### src/rtl/alu_control_seq.sv
// RV64I/RV64M ALU control decoder plus a counter-based sequencer for the
// multi-cycle multiply/divide unit; holds the core in stall while an M op runs.
module alu_control_seq #(
  parameter int INSTR_W      = 64,
  parameter int OP_W         = 5,
  parameter int M_EXT        = 1,
  parameter int MUL_CYCLES   = 4,
  parameter int DIV_CYCLES   = 64,
  parameter int DIV_CYCLES_W = 32,
  parameter int FAST_DIV0    = 1
) (
  input  logic               clk,
  input  logic               reset,
  input  logic [INSTR_W-1:0] instruction,
  input  logic               instr_valid,
  input  logic [1:0]         alu_op_sel,
  input  logic               rs2_zero,
  input  logic               flush,
  output logic [OP_W-1:0]    alu_op,
  output logic               op_word,
  output logic               illegal,
  output logic               md_start,
  output logic               md_busy,
  output logic               md_done,
  output logic               stall
);

  localparam logic [4:0] OP_AND  = 5'b00000;
  localparam logic [4:0] OP_OR   = 5'b00001;
  localparam logic [4:0] OP_ADD  = 5'b00010;
  localparam logic [4:0] OP_XOR  = 5'b00011;
  localparam logic [4:0] OP_SLL  = 5'b00100;
  localparam logic [4:0] OP_SRL  = 5'b00101;
  localparam logic [4:0] OP_SUB  = 5'b00110;
  localparam logic [4:0] OP_SRA  = 5'b00111;
  localparam logic [4:0] OP_SLT  = 5'b01000;
  localparam logic [4:0] OP_SLTU = 5'b01001;
  localparam logic [4:0] OP_MUL  = 5'b10000;
  localparam logic [4:0] OP_DIV  = 5'b10100;
  localparam logic [4:0] OP_DIVU = 5'b10101;
  localparam logic [4:0] OP_REM  = 5'b10110;
  localparam logic [4:0] OP_REMU = 5'b10111;

  typedef enum logic [1:0] {S_IDLE, S_BUSY, S_DONE} state_t;

  logic [31:0] instr;
  logic [2:0]  f3;
  logic [6:0]  f7;
  logic [4:0]  op_d;
  logic        ill_d;
  logic        word_d;
  logic        md_op;
  logic        md_div;
  logic        start_go;
  logic [6:0]  lat_m1;
  state_t      state;
  logic [6:0]  cnt;
  logic        busy_r;
  logic        done_r;
  logic        unused_instr;

  assign instr  = instruction[31:0];
  assign f3     = instr[14:12];
  assign f7     = instr[31:25];
  assign word_d = alu_op_sel[1] & instr[3];

  generate
    if (INSTR_W > 32) begin : g_wide
      assign unused_instr = ^{instruction[INSTR_W-1:32], instr[11:0], instr[24:15]};
    end else begin : g_narrow
      assign unused_instr = ^{instr[11:0], instr[24:15]};
    end
  endgenerate

  function automatic logic [4:0] base_op(input logic [2:0] fn3);
    case (fn3)
      3'b000:  base_op = OP_ADD;
      3'b001:  base_op = OP_SLL;
      3'b010:  base_op = OP_SLT;
      3'b011:  base_op = OP_SLTU;
      3'b100:  base_op = OP_XOR;
      3'b101:  base_op = OP_SRL;
      3'b110:  base_op = OP_OR;
      default: base_op = OP_AND;
    endcase
  endfunction

  function automatic logic word_ok(input logic [4:0] op);
    case (op)
      OP_ADD, OP_SUB, OP_SLL, OP_SRL, OP_SRA,
      OP_MUL, OP_DIV, OP_DIVU, OP_REM, OP_REMU: word_ok = 1'b1;
      default:                                  word_ok = 1'b0;
    endcase
  endfunction

  function automatic logic [6:0] latency_m1(input logic is_div, input logic is_word,
                                            input logic div0);
    int unsigned lat;
    if (is_div && FAST_DIV0 != 0 && div0) lat = 1;
    else if (is_div && is_word)           lat = DIV_CYCLES_W;
    else if (is_div)                      lat = DIV_CYCLES;
    else                                  lat = MUL_CYCLES;
    return 7'(lat - 1);
  endfunction

  // Decode: combinational from instruction and alu_op_sel
  always_comb begin
    op_d  = OP_ADD;
    ill_d = 1'b0;
    case (alu_op_sel)
      2'b00: op_d = OP_ADD;
      2'b01: op_d = OP_SUB;
      2'b10: begin
        if (f7 == 7'b0000000) begin
          op_d = base_op(f3);
        end else if (f7 == 7'b0100000 && f3 == 3'b000) begin
          op_d = OP_SUB;
        end else if (f7 == 7'b0100000 && f3 == 3'b101) begin
          op_d = OP_SRA;
        end else if (f7 == 7'b0000001 && M_EXT != 0) begin
          op_d = {2'b10, f3};
        end else begin
          ill_d = 1'b1;
        end
      end
      default: begin
        // Immediate shifts: shamt is 6 bits for RV64, 5 bits for the *W forms
        op_d = base_op(f3);
        if (f3 == 3'b001) begin
          ill_d = word_d ? (instr[31:25] != 7'd0) : (instr[31:26] != 6'd0);
        end else if (f3 == 3'b101) begin
          if (instr[30]) op_d = OP_SRA;
          ill_d = word_d ? ({instr[31], instr[29:25]} != 6'd0)
                         : ({instr[31], instr[29:26]} != 5'd0);
        end
      end
    endcase
    if (word_d && !word_ok(op_d)) ill_d = 1'b1;
    if (ill_d) op_d = OP_ADD;
  end

  assign md_op    = instr_valid & ~ill_d & op_d[4];
  assign md_div   = op_d[4] & op_d[2];
  assign lat_m1   = latency_m1(md_div, word_d, rs2_zero);
  assign start_go = (state == S_IDLE) & md_op & ~flush & ~reset;

  // Sequencer: IDLE -> BUSY (LAT cycles) -> DONE -> IDLE
  always_ff @(posedge clk) begin
    if (reset) begin
      state  <= S_IDLE;
      cnt    <= 7'd0;
      busy_r <= 1'b0;
      done_r <= 1'b0;
    end else begin
      case (state)
        S_IDLE: begin
          if (md_op && !flush) begin
            state  <= S_BUSY;
            cnt    <= lat_m1;
            busy_r <= 1'b1;
          end
        end
        S_BUSY: begin
          if (flush) begin
            state  <= S_IDLE;
            cnt    <= 7'd0;
            busy_r <= 1'b0;
          end else if (cnt == 7'd0) begin
            state  <= S_DONE;
            busy_r <= 1'b0;
            done_r <= 1'b1;
          end else begin
            cnt <= cnt - 7'd1;
          end
        end
        S_DONE: begin
          state  <= S_IDLE;
          done_r <= 1'b0;
        end
        default: begin
          state  <= S_IDLE;
          cnt    <= 7'd0;
          busy_r <= 1'b0;
          done_r <= 1'b0;
        end
      endcase
    end
  end

  // A flush in BUSY/DONE releases the core in the same cycle and drops the result
  assign alu_op   = OP_W'(op_d);
  assign op_word  = word_d;
  assign illegal  = ill_d;
  assign md_start = start_go;
  assign md_busy  = busy_r;
  assign md_done  = done_r & ~flush;
  assign stall    = start_go | (busy_r & ~flush);

endmodule

### config.mk
export PLATFORM = sky130hd
export DESIGN_NAME = alu_control_seq
export DESIGN_NICKNAME = d
export VERILOG_FILES = /design/src/rtl/alu_control_seq.sv
export SDC_FILE = /design/constraint.sdc
export NUM_CORES = 1
export LEC_CHECK = 0
export ABC_AREA = 1
export ABC_CLOCK_PERIOD_IN_PS = 3200
export CAP_MARGIN = 10
export CORE_MARGIN = 2
export CORE_UTILIZATION = 38
export DETAILED_ROUTE_END_ITERATION = 12
export PLACE_DENSITY = 0.87
export REMOVE_ABC_BUFFERS = 1
export SYNTH_ARGS = -nofsm -noshare
export SYNTH_HDL_FRONTEND = slang
export SYNTH_SLANG_ARGS = --single-unit
### constraint.sdc
create_clock -name clk -period 3.2 [get_ports clk]
set_input_delay 0.48 -clock clk [delete_from_list [all_inputs] [get_ports clk]]
set_output_delay 0.48 -clock clk [all_outputs]
set_load 0.01 [all_outputs]
## Yosys cells after proc, flatten, opt, wreduce, memory -nomap -nowiden

Memory sizes are Yosys's and may differ from the RTL's.
Cells that the tools add are included.

- $add $sub $neg: 2
- Bitwise gates (word level): 15
- Eq/ne operators: 17
- Reduce and logical (&&, ||, !) cells: 22
- Multiplexer cells: 38

Operators by type and width:

| operator | number |
|---|---|
| $mux 7 | 6 |
| $mux 5 | 8 |
| $pmux 4 s7 | 1 |
| $pmux 7 s3 | 1 |
| $pmux 5 s3 | 1 |
| $logic_not 7->1 | 2 |
| $mux 1 | 14 |
| $sub 7x1->7 const B | 2 |
| $reduce_bool 6->1 | 2 |
| $and 1x1->1 | 9 |
| $eq 3x3->1 const B | 3 |
| $reduce_and 3->1 | 3 |
| $eq 7x1->1 const B | 1 |
| $eq 7x6->1 const B | 1 |
| $reduce_bool 7->1 | 1 |
| $eq 3x2->1 const B | 2 |
| $logic_and 1x1->1 | 6 |
| $mux 2 | 3 |
| $ne 3x3->1 const B | 2 |
| $not 1->1 | 5 |
| $reduce_bool 5->1 | 1 |
| $eq 2x1->1 const B | 2 |
| $eq 2x2->1 const B | 2 |
| $logic_not 2->1 | 2 |
| other kinds (11) | 14 |

- Output and inout port bits: 11
- Logic and storage cells: 99
- Bits in read-only memories: 32
- Register bits after elaboration: 11
- Bits of input ports: 71
- Memories: 1

Memories:

| memory | depth | bits a word | read ports | clocked after memory_dff | write ports | line | RTL |
|---|---|---|---|---|---|---|---|
| (name not given) | 32 | 1 | 1 | 0 | 0 | 89 | `case (op)` |

## Longest topological paths before layout

An unclocked memory read counts as a cell.

- Depth in word-level cells: 18
- Depth in mapped cells: 17

## Worst setup path after synthesis

OpenSTA, ideal clock, no wires.

- Path type: input port to output port
- From: input port instruction[29]
- To: output port stall
- Slack: 1.084 ns
- Arrival time: 1.636 ns
- Stages on the path: 14
- Data required time: 2.720 ns
- Cells stage by stage: nor2_4 > nand2_4 > nor2_4 > inv_2 > o21ai_1 > nand2_1 > nand2_1 > inv_2 > nand3_2 > nand3_4 > nand4_2 > inv_1 > nand3_1 > nand2_1

- Word-level cells in the longest chain between the ends: 17
- Elaborated cells on any way between the ends: 35

Ends and longest elaborated chain:

| item | line | RTL |
|---|---|---|
| start, declared | 14 | `input logic [INSTR_W-1:0] instruction,` |
| $eq 7x1->1 or $eq 7x6->1 (tied branches) | 120, 116, 118 |  |
| $mux 5 or $logic_and 1x1->1 (tied branches) | 120, 118 |  |
| $mux 5 | 118 | `end else if (f7 == 7'b0100000 && f3 == 3'b101) begin` |
| $mux 5 | 116 | `end else if (f7 == 7'b0100000 && f3 == 3'b000) begin` |
| $mux 5 | 114 | `if (f7 == 7'b0000000) begin` |
| $pmux 5 s3 | 110 | `case (alu_op_sel)` |
| $mem_v2 32x1 | -- |  |
| $logic_not 1->1 | 138 | `if (word_d && !word_ok(op_d)) ill_d = 1'b1;` |
| $logic_and 1x1->1 | 138 |  |
| $mux 1 | 138 |  |
| $not 1->1 | 142 | `assign md_op = instr_valid & ~ill_d & op_d[4];` |
| $and 1x1->1 | 142 |  |
| $and 1x1->1 * | 142 |  |
| $and 1x1->1 * (3 in a row) | 145 | `assign start_go = (state == S_IDLE) & md_op & ~flush & ~reset;` |
| $or 1x1->1 * | 197 | `assign stall = start_go \| (busy_r & ~flush);` |
| end, declared | 25 | `output logic stall` |

Mark *: on every way between the ends. The rest lies on a longest branch, timed or not.

## Worst setup path after layout

- From: input port instruction[31]
- To: output port illegal

- Word-level cells in the longest chain between the ends: 10
- Elaborated cells on any way between the ends: 27

Ends and longest elaborated chain:

| item | line | RTL |
|---|---|---|
| $eq 7x1->1 or $eq 7x6->1 (tied branches) | 120, 116, 118 |  |
| $mux 5 or $logic_and 1x1->1 (tied branches) | 120, 118 |  |
| $mux 5 | 118 |  |
| $mux 5 | 116 |  |
| $mux 5 | 114 |  |
| $pmux 5 s3 | 110 |  |
| $mem_v2 32x1 | -- |  |
| $logic_not 1->1 | 138 |  |
| $logic_and 1x1->1 | 138 |  |
| $mux 1 * | 138 |  |
| end, declared | 21 | `output logic illegal,` |

Marked as above.

==> impl_metrics.ini <==
[routing]
drt_pass1_iterations = 4
num_vias = 1232
drt-initial-drc-count = 77
drt_wl_total_um = 2670
vias_per_cell = 4.83
postRouteAntennaNets = 0
drc = 0
post_drt_wl_per_cell_um = 10.5

[critical_path]
critPathTopFamily = buffers and inverters
worst-path-buf-inv = 4
crit_top_cell = nand2_1
setup.worst_path.start = instruction[31]
start_kind = primary input
regToRegEndpoint = cnt[1]$_SDFFE_PP0P_
critPathRequiredTime_ns = 2.72
max_stage_delay_ns = 0.55
critPathKind = in2out
crit_arrival_ns = 2.53
worst-r2r-setup-slack_ns = 1.50
cp_slowest_cell = clkdlybuf4s50_1
r2r-start = cnt[0]$_SDFFE_PP0P_
r2r_cells = 11
cp_max_fo = 5
crit_chain = clkdlybuf4s50_1 -> nor2_4 -> nand2_4 -> nor2_4 -> inv_2 -> o21ai_2 -> nand2_1 -> nand2_1 -> inv_2 -> nand3_2 -> nand3_4 -> nand2_1 -> clkdlybuf4s50_1
crit_cells = 13
endpoint_kind = output pin

[logic_synthesis]
ys_warn_count = 0
syn_inst = 182
synth_area_mm2 = 0.00116
ys_ff_latch = 11
yosysSeqAreaShare = 0.190
synthDistinctLibCells = 30
synth.avg_cell_area_um2 = 6.36

[sta]
finalCritPeriodShare = 0.940
fin_skew_ns = 0.00166
setup_tns_ns = 0
grt_setup_unrepaired = no
hold_slack_ns = 0.468
relSlewSlack = 0.769
slew_violations = 0
finalSetupViolCount = 0
fmax_ghz = 0.333
worst_pin_slew_ns = 0.344
fin_crit_ns = 3.01
final_hold_viol_count = 0

[grt]
grt_antenna_before_repair = 0
grt_pass1_vias = 1131
globalRouteOverflowTotal = 0
grt_pass1_wl_um = 4550
grtUsageTotal = 0.164
grt_max_degree = 9

[floorplan]
io_pins = 82
die_y_um = 59.2
rows = 20
initial_core_util = 0.389
dieArea_mm2 = 0.00350
core-area_mm2 = 0.00298
die_x_um = 59.2

[min_path]
hold_depth = 2
worstHoldStart = done_r$_SDFFE_PP0P_
hp-class = reg2reg
worstHoldEndpoint = done_r$_SDFFE_PP0P_

[power]
power.internal_mw = 0.230
leakage_nw = 0.788
p_seq_frac = 0.424
p_clk_frac = 0.295
power.switching_mw = 0.0929
powerDensity_mw_per_mm2 = 205
totalPowerFinal_mw = 0.323
switching_share = 0.288
combPwrFrac = 0.281
ir_worst_vdd_mv = 0.120

[cts]
clock_sinks = 11
cts_setup_buffers = 0
htreeDepth = 1
cts_buffers = 3
ctsHoldBuffers = 0
root_buffer = clkbuf_4
cts-resized-gates = 0
cts_buffer_depth = 2
insertion_delay_ns = 0.27
path_clk_slew_ns = 0.07
cts_tree = yes

[final_layout]
fin_nets = 296
mostFrequentLayoutCell = nand2_1
layout-drive-gt1-share = 0.243
post-route-util = 0.530
final_cell_mix = nand2_1, clkdlybuf4s50_1, inv_1
diodes = 0
synthToLayoutAreaGrowth_pct = 36.3

[place]
gp_congestion = 0.890
portBuffers = 28
hpwl_um = 2220

[run]
drv_cap = 0

[run_status]
status = finished, final reports clean
-- worst max-delay path by stage --
stage	endpoint	slack (ns)
CTS	md_start	0.03
finish	illegal	0.19
floorplan	stall	1.08
global route	illegal	0.04
detailed placement	stall	0.03
global placement	stall	0.05
-- power by group through the flow --
stage               combinational [mW]  sequential (mW)  clock [mW]
global placement                0.0891            0.140           0
floorplan                       0.0400            0.140           0
global route                    0.0988            0.137       0.104
finish                          0.0906            0.137      0.0954
CTS                             0.0907            0.137      0.0982
detailed placement              0.0902            0.140           0
-- Yosys cell counts (all sizes together) --
master | count | area [µm²]
a21oi | 14 | 104
a31o | 1 | 8.76
clkbuf | 1 | 3.75
dfxtp | 11 | 220
ha | 2 | 25.0
inv | 33 | 124
nand2 | 53 | 241
nand3 | 13 | 92.6
nand3b | 1 | 7.51
nand4 | 5 | 43.8
nor2 | 26 | 150
nor3 | 6 | 30.0
nor4 | 1 | 6.26
o211ai | 1 | 7.51
o21ai | 7 | 35.0
o21bai | 1 | 7.51
or2 | 1 | 6.26
xnor2 | 1 | 8.76
xor2 | 4 | 35.0
-- metal layers --
metal,part of all wire,vias up,track usage
li1,-,659,-
met1,0.47,545,0.209
met2,0.49,23,0.292
met3,0.025,5,0.0131
met4,0.013,0,0.0487
met5,0,-,0
-- state kept, by name, summed over array words and instances (netlist names) --
name	cells
state	2
cnt	7
done_r	1
md_busy	1
-- tightest hold or removal path, delay by kind of cell, from the launching register on --
| kind | cells | cell delay [ns] |
|---|---|---|
| DFF | 1 | 0.30 |
| AOI/OAI and AO/OA | 1 | 0.07 |
| buffers and inverters | 1 | 0.06 |
-- kinds of logic after synthesis --
family | synth area share
simple gates | 0.499
buf+inv | 0.110
compound gates | 0.141
flops | 0.190
xor+xnor | 0.0378
fa+ha+maj | 0.0216
-- per-stage QoR --
step	instance area (µm²)	worst slack, ns	std cells
6_report	1580	0.194	255
5_1_grt	1580	0.0351	255
4_1_cts	1570	0.0276	255
3_5_place_dp	1540	0.0346	251
3_3_place_gp	1540	0.0521	251
2_1_floorplan	1150	1.08	181
-- area by class of cell --
type                            count  area, µm²
Inverter                           33        124
Timing Repair Buffer               37        353
Fill cell                         283       1400
Multi-Input combinational cell    137        813
Tap cell                           33       41.3
Sequential cell                    11        220
Clock buffer                        4       26.3
No activity file was read; power rests on OpenSTA's default activity.
==> variant 1, RTL diff (same settings) <==
Make the reset (`reset`) asynchronous in one clocked block.
--- a/src/rtl/alu_control_seq.sv
+++ b/src/rtl/alu_control_seq.sv
@@ -146,5 +146,5 @@
 
   // Sequencer: IDLE -> BUSY (LAT cycles) -> DONE -> IDLE
-  always_ff @(posedge clk) begin
+  always_ff @(posedge clk or posedge reset) begin
     if (reset) begin
       state  <= S_IDLE;
Behaviour: differs if reset is asserted again (counterexample within 4 cycles, from zero or initial values and one cycle with reset high); with reset held inactive, the same outputs for 10 cycles.
==> variant 1 against the unedited design <==
Area after synthesis is 2.4% lower. Setup slack gained 53 ps. Power up 12%. Wire length fell by 5.0%. Clock skew increased by 1.0 ps. Non-clock buffer count fell by 4. Count of clock-buffer cells in the layout unchanged. Sequential cell count did not move. Sequential share of layout area is 3.9 points higher. Cell area down 2.2%. Clock power fell by 0.8%. Critical path type unchanged. Largest power group unchanged.
==> variant 1: results (changes against the unedited design) <==
[outcome]
outcome = finished, final reports clean  ; unchanged

[power_and_ir_drop]
ir_worst_vdd_v = 0.0002946  ; was 0.0001200 V
leakagePower_nw = 0.9045  ; was 0.7883 nW
sw_frac_of_total_pct = 31.29  ; was 28.78%
seqPwrFrac_pct = 41.1  ; was 42.4%
powerSeq_w = 0.000149  ; was 0.000137 W
p_comb_w = 0.000118  ; was 0.0000906 W

[worst_hold_path]
hold_end = cnt[0]$_DFFE_PP0P_  ; was done_r$_SDFFE_PP0P_
min_path_cells = 2  ; unchanged

[route]
vias = 1200  ; was 1232
drtIter0Drc = 34  ; was 77
viasPerCell = 4.781  ; was 4.831
routedWlPerCell_um = 10.10  ; was 10.47 µm

[placed_design]
dp_cells = 247  ; was 251
place_area_um2 = 1486  ; was 1543 µm²
place_ws_ps = -8.622  ; was 34.61 ps
place.gp.congestion = 0.8513  ; was 0.8902
dp_hpwl_um = 2094  ; was 2223 µm

[global_route]
track_usage_pct = 15.74  ; was 16.43%
grt_max_degree = 12  ; was 9
grt_pass1_vias = 1010  ; was 1131

[logic_synthesis]
async_reset_ff_share_pct = 100.0  ; was 0%
ys.flop_type = dfrtp_1  ; was dfxtp_1
synthTopCellsByArea = dfrtp_1, nand2_1, inv_1  ; was dfxtp_1, nand2_1, inv_1
synth_cells = 183  ; was 182
synth.distinct_cells = 28  ; was 30
ys_seq_area_share_pct = 24.36  ; was 19.03%

[critical_path]
r2r_cells = 9  ; was 11
reg2reg_from = cnt[3]$_DFFE_PP0P_  ; was cnt[0]$_SDFFE_PP0P_
r2r_slack_ps = 1380  ; was 1500 ps
setup.worst_path.start = instruction[30]  ; was instruction[31]
path_max_fanout = 4  ; was 5
max_stage_delay_ps = 520  ; was 550 ps
arrival_ps = 2470  ; was 2530 ps
endpoint = alu_op[2]  ; was illegal

[sta]
fin_skew_ps = 2.691  ; was 1.660 ps
worstMarginPinSlew_ps = 435.8  ; was 344.4 ps

[cells_and_area]
area_share_nonclk_buffers_pct = 22.14  ; was 22.36%
multi_input_area_um2 = 706.9  ; was 813.3 µm²
inv_count = 41  ; was 33
seq_share_pct = 17.84  ; was 13.96%
nets = 294  ; was 296
nFlopsAndLatches = 11  ; unchanged
n_all_buffers = 33  ; was 37
layout-drive-gt1-share_pct = 15.91  ; was 24.32%
clk_share_pct = 1.703  ; was 1.665%
fin_util_pct = 55.47  ; was 52.98%
fill_cells = 281  ; was 283

-- variant 1: cell types whose count changed after synthesis, sizes merged, moves of 2 or more --
cell	before	now
nand2	53	57
o22ai	0	2
dfrtp	0	11
inv	33	41
a21oi	14	6
nor3	6	4
dfxtp	11	0
nand4	5	3
-- variant 1: cells by family after synthesis --
kind of cell             Yosys count  share of synthesized area, %
AO/OA/AOI/OAI                     21                         12.85
adder cells (fa/ha/maj)            2                         2.214
AND/OR/NAND/NOR                  104                         43.85
flip-flops                        11                         24.36
buffers and inverters             41                         13.62
XOR/XNOR                           4                         3.101
-- variant 1: layer usage --
layer  vias to the layer above  wire length [µm]  track usage [%]
met1                       525              1127            20.38
met5                         -                 0                0
met2                        33              1223            26.65
li1                        642                 -                -
met4                         0                 0           0.9967
met3                         0               185            5.275
-- variant 1: timing repair --
action / 4_1_cts / 5_1_grt
endpoints found under the setup margin: 1 / 6
pin swaps: 0 / 2
gates resized for setup: 1 / 12
==> variant 2, RTL diff (config.mk and constraints unchanged) <==
Without the edit above. Set the parameter `OP_W` to 10 (it was 5).
--- a/src/rtl/alu_control_seq.sv
+++ b/src/rtl/alu_control_seq.sv
@@ -3,5 +3,5 @@
 module alu_control_seq #(
   parameter int INSTR_W      = 64,
-  parameter int OP_W         = 5,
+  parameter int OP_W         = 10,
   parameter int M_EXT        = 1,
   parameter int MUL_CYCLES   = 4,
Ports: changed (resized alu_op); port bits go from 82 to 87. No check against the original RTL was run, so the function may have changed too.
==> variant 2 against the unedited design <==
Clock power up 2%. Count of clock-buffer cells in the layout unchanged. Area after synthesis up 3.6%. Cell area up 1.0%. Critical endpoint is now alu_op[1]. Largest cell class unchanged. Highest routed layer unchanged. Wire length up 3.0%. Sequential share of layout area down 0.14 points. Sequential cell count unchanged. Setup slack worse by 4.4 ps. Clock skew about the same. Register-to-register slack worse by 80 ps. Power up 0.82%.
==> variant 2: results (changes against the unedited design) <==
[global_route]
grt-ovfl-total = 0  ; unchanged
grt_pass1_vias = 1196  ; was 1131
grt_first_pass_wirelength_um = 4560  ; was 4547 µm
track_usage_pct = 15.99  ; was 16.43%
grt_max_degree = 10  ; was 9
antenna_found_initial = 0  ; unchanged

[placed_design]
port_buffers = 28  ; unchanged
place.gp.congestion = 0.9217  ; was 0.8902
dp_hpwl_um = 2232  ; was 2223 µm

[cells_and_area]
nets = 298  ; was 296
num_antenna_cells = 0  ; unchanged
top_regs = cnt (7), state (2)  ; unchanged
layout-drive-gt1-share_pct = 23.66  ; was 24.32%
fill_cells = 287  ; was 283

[power_and_ir_drop]
ir_worst_vdd_v = 0.0002377  ; was 0.0001200 V
leakagePower_nw = 0.8016  ; was 0.7883 nW

[logic_synthesis]
synth.distinct_cells = 32  ; was 30
ys_top_cells_by_count = nand2_1, inv_1, nor2_1  ; unchanged
synthTopCellsByArea = dfxtp_1, nand2_1, inv_1  ; unchanged
ys_seq_area_share_pct = 18.37  ; was 19.03%
async_reset_ff_share_pct = 0  ; unchanged

[critical_path]
crit_family = buffers and inverters  ; unchanged
crit_slowest_cell = clkdlybuf4s50_1  ; unchanged

[outcome]
outcome = finished, final reports clean  ; unchanged

[cts]
htree_levels = 1  ; unchanged

[route]
viasPerCell = 4.750  ; was 4.831
ant_nets = 0  ; unchanged
dr.pass1.iters = 4  ; unchanged
routedWlPerCell_um = 10.26  ; was 10.47 µm
drtIter0Drc = 78  ; was 77

[sta]
fin_skew_ps = 1.951  ; was 1.660 ps

variant 2: power by group:
part	switching [W]	leakage (nW)	internal, W
sequential	0.0000000220	0.0885	0.000137
clock	0.0000489	0.0150	0.0000483
combinational	0.0000486	0.698	0.0000430
total	0.0000975	0.802	0.000228
variant 2: cell families after synthesis:
family	after synthesis	share of synthesized area (%)
compound gates	24	13.57
xor+xnor	5	3.653
fa+ha+maj	2	2.087
buf+inv	39	13.78
flops	11	18.37
other cells	1	0.3129
simple gates	106	48.23
variant 2: worst paths after layout:
check | start | endpoint | slack (ps) | cells past startpoint
setup / recovery | instruction[28] | alu_op[1] | 190 | 13
hold / removal | done_r$_SDFFE_PP0P_ | done_r$_SDFFE_PP0P_ | 490 | 2
hold reg to reg | done_r$_SDFFE_PP0P_ | done_r$_SDFFE_PP0P_ | 490 | 2
setup reg to reg | cnt[0]$_SDFFE_PP0P_ | cnt[5]$_SDFFE_PP0P_ | 1420 | 11
variant 2: area by class of cell:
class	count	share of cell area, %
clock buffer	4	1.648
inverter	33	7.771
multi-input combinational	142	52.43
sequential	11	13.81
tap	44	3.454
timing repair buffer	34	20.88
variant 2: stage by stage:
step | area (µm²) | instances | hold WS (ps) | setup WS, ps | util [%]
2_1_floorplan | 1172 | 186 | 441.7 | 1084 | -
3_3_place_gp | 1553 | 264 | 454.6 | 63.30 | 51.28
3_5_place_dp | 1553 | 264 | 469.9 | 26.03 | 51.28
4_1_cts | 1579 | 268 | 493.1 | 24.22 | 52.15
5_1_grt | 1594 | 268 | 517.0 | 45.88 | 52.64
6_report | 1594 | 268 | 489.0 | 189.1 | 52.64
variant 2: worst min-delay path, delay by kind of cell, from the launching register on:
family | cells | cell delay [ps]
buffers and inverters | 1 | 70
AOI/OAI and AO/OA | 1 | 70
DFF | 1 | 310
variant 2: routing by layer:
metal / part of all wire (%) / GRT usage [%] / vias to the layer above
li1: - / - / 661
met4: 1.1 / 4.444 / 0
met2: 52 / 30.59 / 37
met5: 0 / 0 / -
met3: 4.9 / 2.165 / 5
met1: 42 / 18.11 / 570
variant 2: what timing repair did:
action,CTS,global route
hold endpoints to repair,0,0
resized for setup,0,6
endpoints found under the setup margin,0,5
